$ cat config.mk
export PLATFORM = sky130hd
export DESIGN_NAME = moore_seqgen
export DESIGN_NICKNAME = d
export VERILOG_FILES = /design/src/rtl/moore_seqgen_pkg.sv /design/src/rtl/seqgen_shreg.sv /design/src/rtl/moore_seqgen.sv
export SDC_FILE = /design/constraint.sdc
export NUM_CORES = 1
export LEC_CHECK = 0
export ABC_AREA = 1
export CAP_MARGIN = 20
export CORE_ASPECT_RATIO = 0.9
export CORE_MARGIN = 1.5
export CORE_UTILIZATION = 55
export DETAILED_ROUTE_END_ITERATION = 7
export MAX_ROUTING_LAYER = met4
export PLACE_DENSITY = 0.82
export SLEW_MARGIN = 25
export SYNTH_ARGS = -nofsm -noshare
export SYNTH_HDL_FRONTEND = slang
export SYNTH_SLANG_ARGS = --single-unit
$ cat constraint.sdc
create_clock -name clk -period 1.72 [get_ports clk]
set_clock_uncertainty 0.1 [all_clocks]
set_input_delay 0.172 -clock clk [delete_from_list [all_inputs] [get_ports clk]]
set_output_delay 0.172 -clock clk [all_outputs]
set_load 0.005 [all_outputs]
$ cat src/rtl/moore_seqgen_pkg.sv
// -----------------------------------------------------------------------------
// moore_seqgen_pkg
//   Shared definitions for the serial pattern generator and its benches:
//   the FSM state encoding, the default pattern, a packed view of the four
//   outputs, and the busy-length formula used when sizing scoreboards.
// -----------------------------------------------------------------------------
package moore_seqgen_pkg;

  typedef enum logic [1:0] {
    IDLE = 2'd0,
    SEND = 2'd1,
    GAP  = 2'd2,
    DONE = 2'd3
  } state_e;

  localparam int         DEF_PAT_W   = 4;
  localparam logic [3:0] DEF_PATTERN = 4'b1011;

  // Output bundle in port order {t, t_valid, busy, done}.
  typedef struct packed {
    logic t;
    logic t_valid;
    logic busy;
    logic done;
  } seq_out_t;

  // Number of cycles busy is high for one accepted start, DONE included.
  function automatic int unsigned busy_cycles(input int unsigned rep,
                                              input int unsigned pat_w,
                                              input int unsigned gap_len);
    if (rep == 0) return 1;
    return rep * pat_w + (rep - 1) * gap_len + 1;
  endfunction

endpackage

$ cat src/rtl/seqgen_shreg.sv
// -----------------------------------------------------------------------------
// seqgen_shreg
//   Parallel-load, shift-left register with a zero fill. The MSB is the
//   serial output; once every loaded bit has been shifted out the register
//   holds all zeros, so its MSB is 0 whenever no pattern is in flight.
//
// Ports
//   clk, rst_n : clock, asynchronous active-low reset (clears to zero)
//   load       : load din (takes priority over shift)
//   shift      : shift left by one, zero into the LSB
//   din        : parallel load value
//   msb        : current MSB
// -----------------------------------------------------------------------------
module seqgen_shreg #(
  parameter int PAT_W = 4
) (
  input  logic             clk,
  input  logic             rst_n,
  input  logic             load,
  input  logic             shift,
  input  logic [PAT_W-1:0] din,
  output logic             msb
);

  logic [PAT_W-1:0] q;

  // NOTE: this register is reset even though it is pure datapath, because
  // its MSB drives the serial output directly and must read 0 out of reset.
  always_ff @(posedge clk or negedge rst_n) begin
    if (!rst_n) begin
      q <= '0;
    end else if (load) begin
      q <= din;
    end else if (shift) begin
      q <= {q[PAT_W-2:0], 1'b0};
    end
  end

  assign msb = q[PAT_W-1];

endmodule

$ cat src/rtl/moore_seqgen.sv
// -----------------------------------------------------------------------------
// moore_seqgen
//   Serial pattern generator. An accepted start emits PATTERN MSB-first,
//   repeat_n times, with gap zero bits between repetitions, then pulses done
//   for one cycle. Every output comes straight from a flop.
//
// Ports
//   clk, rst_n : clock, asynchronous active-low reset
//   start      : request, only sampled in IDLE
//   repeat_n   : repetition count, latched on an accepted start (0 = none)
//   gap        : zero bits between repetitions, latched on an accepted start
//   t          : serial bit stream
//   t_valid    : t carries a pattern or gap bit
//   busy       : from the cycle after an accepted start through DONE
//   done       : one-cycle completion pulse
// -----------------------------------------------------------------------------
module moore_seqgen
  import moore_seqgen_pkg::*;
#(
  parameter int               PAT_W   = DEF_PAT_W,
  parameter logic [PAT_W-1:0] PATTERN = DEF_PATTERN,
  parameter int               CNT_W   = 8,
  parameter int               GAP_W   = 4
) (
  input  logic             clk,
  input  logic             rst_n,
  input  logic             start,
  input  logic [CNT_W-1:0] repeat_n,
  input  logic [GAP_W-1:0] gap,
  output logic             t,
  output logic             t_valid,
  output logic             busy,
  output logic             done
);

  localparam int               BIT_W    = (PAT_W > 1) ? $clog2(PAT_W) : 1;
  localparam logic [BIT_W-1:0] LAST_BIT = BIT_W'(PAT_W - 1);

  state_e           state;
  logic [BIT_W-1:0] bit_cnt;
  logic [CNT_W-1:0] rep_cnt;   // repetitions left, current one included
  logic [GAP_W-1:0] gap_len;   // latched gap length
  logic [GAP_W-1:0] gap_cnt;   // gap cycles left, current one included

  logic accept;
  logic last_bit;
  logic final_rep;
  logic gap_end;
  logic load;
  logic shift;

  // NOTE: every signal in this block is assigned on every pass, so the
  // block stays purely combinational and no latch can be inferred.
  always_comb begin
    accept    = (state == IDLE) && start;
    last_bit  = (state == SEND) && (bit_cnt == LAST_BIT);
    final_rep = (rep_cnt == CNT_W'(1));
    gap_end   = (state == GAP) && (gap_cnt == GAP_W'(1));
    // Reload on every entry to SEND: from IDLE, back-to-back, or after a gap.
    load      = (accept && (repeat_n != '0))
             || (last_bit && !final_rep && (gap_len == '0))
             || gap_end;
    // Shifting on the last bit too leaves the register all-zero, which
    // keeps t low in GAP, DONE and IDLE without extra gating.
    shift     = (state == SEND);
  end

  seqgen_shreg #(
    .PAT_W (PAT_W)
  ) u_shreg (
    .clk   (clk),
    .rst_n (rst_n),
    .load  (load),
    .shift (shift),
    .din   (PATTERN),
    .msb   (t)
  );

  // NOTE: sequential state uses non-blocking assignments only, so every
  // register here sees the pre-edge value of every other register.
  always_ff @(posedge clk or negedge rst_n) begin
    if (!rst_n) begin
      state   <= IDLE;
      bit_cnt <= '0;
      rep_cnt <= '0;
      gap_len <= '0;
      gap_cnt <= '0;
      t_valid <= 1'b0;
      busy    <= 1'b0;
      done    <= 1'b0;
    end else begin
      done <= 1'b0;
      case (state)
        IDLE: begin
          if (accept) begin
            rep_cnt <= repeat_n;
            gap_len <= gap;
            bit_cnt <= '0;
            busy    <= 1'b1;
            if (repeat_n != '0) begin
              state   <= SEND;
              t_valid <= 1'b1;
            end else begin
              state <= DONE;
              done  <= 1'b1;
            end
          end
        end

        SEND: begin
          if (last_bit) begin
            bit_cnt <= '0;
            rep_cnt <= rep_cnt - CNT_W'(1);
            if (final_rep) begin
              state   <= DONE;
              t_valid <= 1'b0;
              done    <= 1'b1;
            end else if (gap_len != '0) begin
              state   <= GAP;
              gap_cnt <= gap_len;
            end
            // Otherwise stay in SEND; the shift register reloads this edge.
          end else begin
            bit_cnt <= bit_cnt + BIT_W'(1);
          end
        end

        GAP: begin
          if (gap_end) begin
            state <= SEND;
          end else begin
            gap_cnt <= gap_cnt - GAP_W'(1);
          end
        end

        DONE: begin
          state <= IDLE;
          busy  <= 1'b0;
        end

        default: begin
          state <= IDLE;
        end
      endcase
    end
  end

endmodule

==> results.toml <==
[floorplan]
pin_count = 19
dieWidth_um = 59.3
rows = 18
die_area_mm2 = 0.00318
core_outline_area_mm2 = 0.00273
die_h_um = 53.7
initial_cell_density_of_the_core_pct = 57.6

[worst_setup_path]
start_kind = "flop"
critPathCaptureType = "flop"
worst_ep_required_time_ns = 1.85
worst_ep_arrival_time_ns = 1.68
cpMostUsedCell = "sky130_fd_sc_hd__nand2_1"
critPathMaxStageDelay_ns = 0.50
timing.critical_path.buf_inv = 2
crit_path_max_delay_family = "simple AND/OR/NAND/NOR gates"
timing_worst_setup_path_type = "flop to flop"
crit-reg2reg-launch = "state[1]"
critical_path.reg2reg.endpoint = "gap_cnt[3]"
timing.critical_path.slowest_stage_cell = "sky130_fd_sc_hd__dfrtp_1"
crit_path_max_fanout = 14
worstPathCellList = "nor2_8, buf_4, nand2_1, nand2_2, inv_1, nand2_1, nand2_1"
worst_r2r_path_depth = 7
r2r_slack_ns = 0.17

[detailed_routing]
detail_route.wirelength_um = 3140
post_drt_via_cell_ratio = 4.87
drt_pre_antenna_iters = 4
post_drt_wl_per_cell_um = 11.0
residual_drc = 0
route.vias.total = 1388
first_iter_violations = 91
drt.antenna.violating_nets = 0

[cells_and_area]
drive_gt1_share_pct = 7.76
syn_to_final_growth_pct = 18.4
final_core_utilization_pct = 68.2
num_antenna_cells = 0
final_net_count = 266

[synth]
synth.ff_latch_count = 27
syn_inst = 219
ys_dominant_reg_cell = "sky130_fd_sc_hd__dfrtp_1"
post_synth_instance_area_mm2 = 0.00157
synth_edf_count = 0
synthArstFlopShare_pct = 100
ys_warn_count = 0
leading_cell_types_by_total_area_after_synthesis = "sky130_fd_sc_hd__dfrtp_1, sky130_fd_sc_hd__nand2_1, sky130_fd_sc_hd__o21ai_0, sky130_fd_sc_hd__inv_1, sky130_fd_sc_hd__nor2_1"
synth_largest_area_cell = "sky130_fd_sc_hd__dfrtp_1"
netlist_top_cells_count = "sky130_fd_sc_hd__nand2_1, sky130_fd_sc_hd__inv_1, sky130_fd_sc_hd__dfrtp_1"
netlist.area_leader.share_pct = 43.0
mappedNetlistNets = 239
synth.most_common_cell = "sky130_fd_sc_hd__nand2_1"
synth.yosys.seq_area_share_pct = 43.0
postSynthAreaPerCell_um2 = 7.17
post_synth_num_cell_types = 24

[clock_tree]
clock_tree.root_cell = "sky130_fd_sc_hd__clkbuf_4"
clk-insertion-delay-late_ns = 0.33
clock_tree_from_tritoncts = "done"
post_cts_hold_buffer_count = 0
inserted_clock_buffers = 3
htree_levels = 1
cts.reportedPaths.clkPinSlew_ns = 0.15
clock_path_buffers = 2
clock-sinks = 27

[timing]
grt_setup_unrepaired = "false"
post-route-min-period_ns = 1.55
max-slew-margin-rel_pct = 71.9
postLayoutSetupSlackWorst_ns = 0.171
finalSetupViolations = 0
fmax_ghz = 0.646
final.period_utilization_pct = 90.1
whs_ns = 0.0905
fin_setup_tns_ns = 0
final_max_slew_viol_count = 0
timing.final.hold_violations = 0
slew_at_the_pin_closest_to_its_max_slew_limit_ns = 0.420

[power]
leakagePower_nw = 0.948
irDropWorstVdd_mv = 0.751
power_density_mw_per_mm2 = 1610
finalPower_w = 0.00299

[placed_design]
dp_worst_setup_slack_ns = 0.0769
port_buffers = 18
place.gp.congestion = 0.838
dp.final_hpwl_um = 2420

[min_path]
holdCritPathClass = "input port to asynchronous set/reset pin"

[grt]
grt_util_all_layers_pct = 22.9
grt_antenna_before_repair = 0
grt_pass1_vias = 1221
global_route_congestion_overflow_total = 0
largest_net_degree_at_the_start_of_global_routing = 28
grt_pass1_wl_um = 5350

[flow_run]
max-cap-violations = 0

[run_status]
run_status = "complete, no violations"
-- cells by family after synthesis --
family,synth area share [%]
AND/OR/NAND/NOR,32.0
AO/OA/AOI/OAI,11.9
buffers and inverters,8.45
flip-flops,43.0
adder cells (fa/ha/maj),3.98
multiplexers,0.637
-- worst max path at each step --
stage	from	to	slack, ns	cells after the start
after floorplan	rep_cnt[3]	gap_cnt[2]	0.34	8
after global placement	repeat_n[1]	u_shreg.q[2]	0.16	8
after detailed placement	repeat_n[1]	u_shreg.q[1]	0.08	7
after CTS	state[0]	gap_cnt[2]	0.13	8
after global routing	state[1]	gap_cnt[0]	0.03	7
final	state[1]	gap_cnt[3]	0.17	7
-- per-stage QoR --
| step | instance area [µm²] | std cells |
|---|---|---|
| 2_1_floorplan | 1570 | 219 |
| 3_3_place_gp | 1830 | 281 |
| 3_5_place_dp | 1830 | 281 |
| 4_1_cts | 1860 | 285 |
| 5_1_grt | 1860 | 285 |
| 6_report | 1860 | 285 |
-- layout make-up --
| class | count | area, µm² |
|---|---|---|
| clock buffers | 4 | 26.3 |
| multi-input cells | 160 | 764 |
| fillers | 242 | 866 |
| well taps | 40 | 50.0 |
| repair buffers | 25 | 233 |
| inverters | 29 | 109 |
| flip-flops and latches | 27 | 677 |
-- sequential cells by signal, summed over array words and instances (netlist names) --
name       flops
bit_cnt        2
busy           1
done           1
gap_cnt        4
gap_len        4
rep_cnt        8
state          2
t_valid        1
u_shreg.q      4
-- where the power goes --
part	switching [W]	leakage (nW)	internal [W]
logic	0.000938	0.608	0.000624
clock network	0.000186	0.0150	0.0000909
registers	0.000232	0.325	0.000916
-- layer usage --
layer / up-vias / GRT usage (%) / routed length [µm]
li1: 747 / - / -
met1: 611 / 34.7 / 1650
met2: 28 / 33.5 / 1350
met3: 2 / 2.16 / 113
met4: 0 / 4.55 / 20
met5: - / - / 0
-- layout by cell type (no fill, tap or decap), drive strengths merged, types with 5 or more instances in the layout --
cell           count
nand2             75
inv               29
dfrtp             27
buf                7
o21ai             26
a21oi              5
ha                 5
nor2              25
nand3             13
clkdlybuf4s50     18
-- timing repair --
action	4_1_cts	5_1_grt
setup buffers	0	0
endpoints found under the setup margin	0	3
gates resized for setup	0	2
Power figures use the tool's default switching activity.
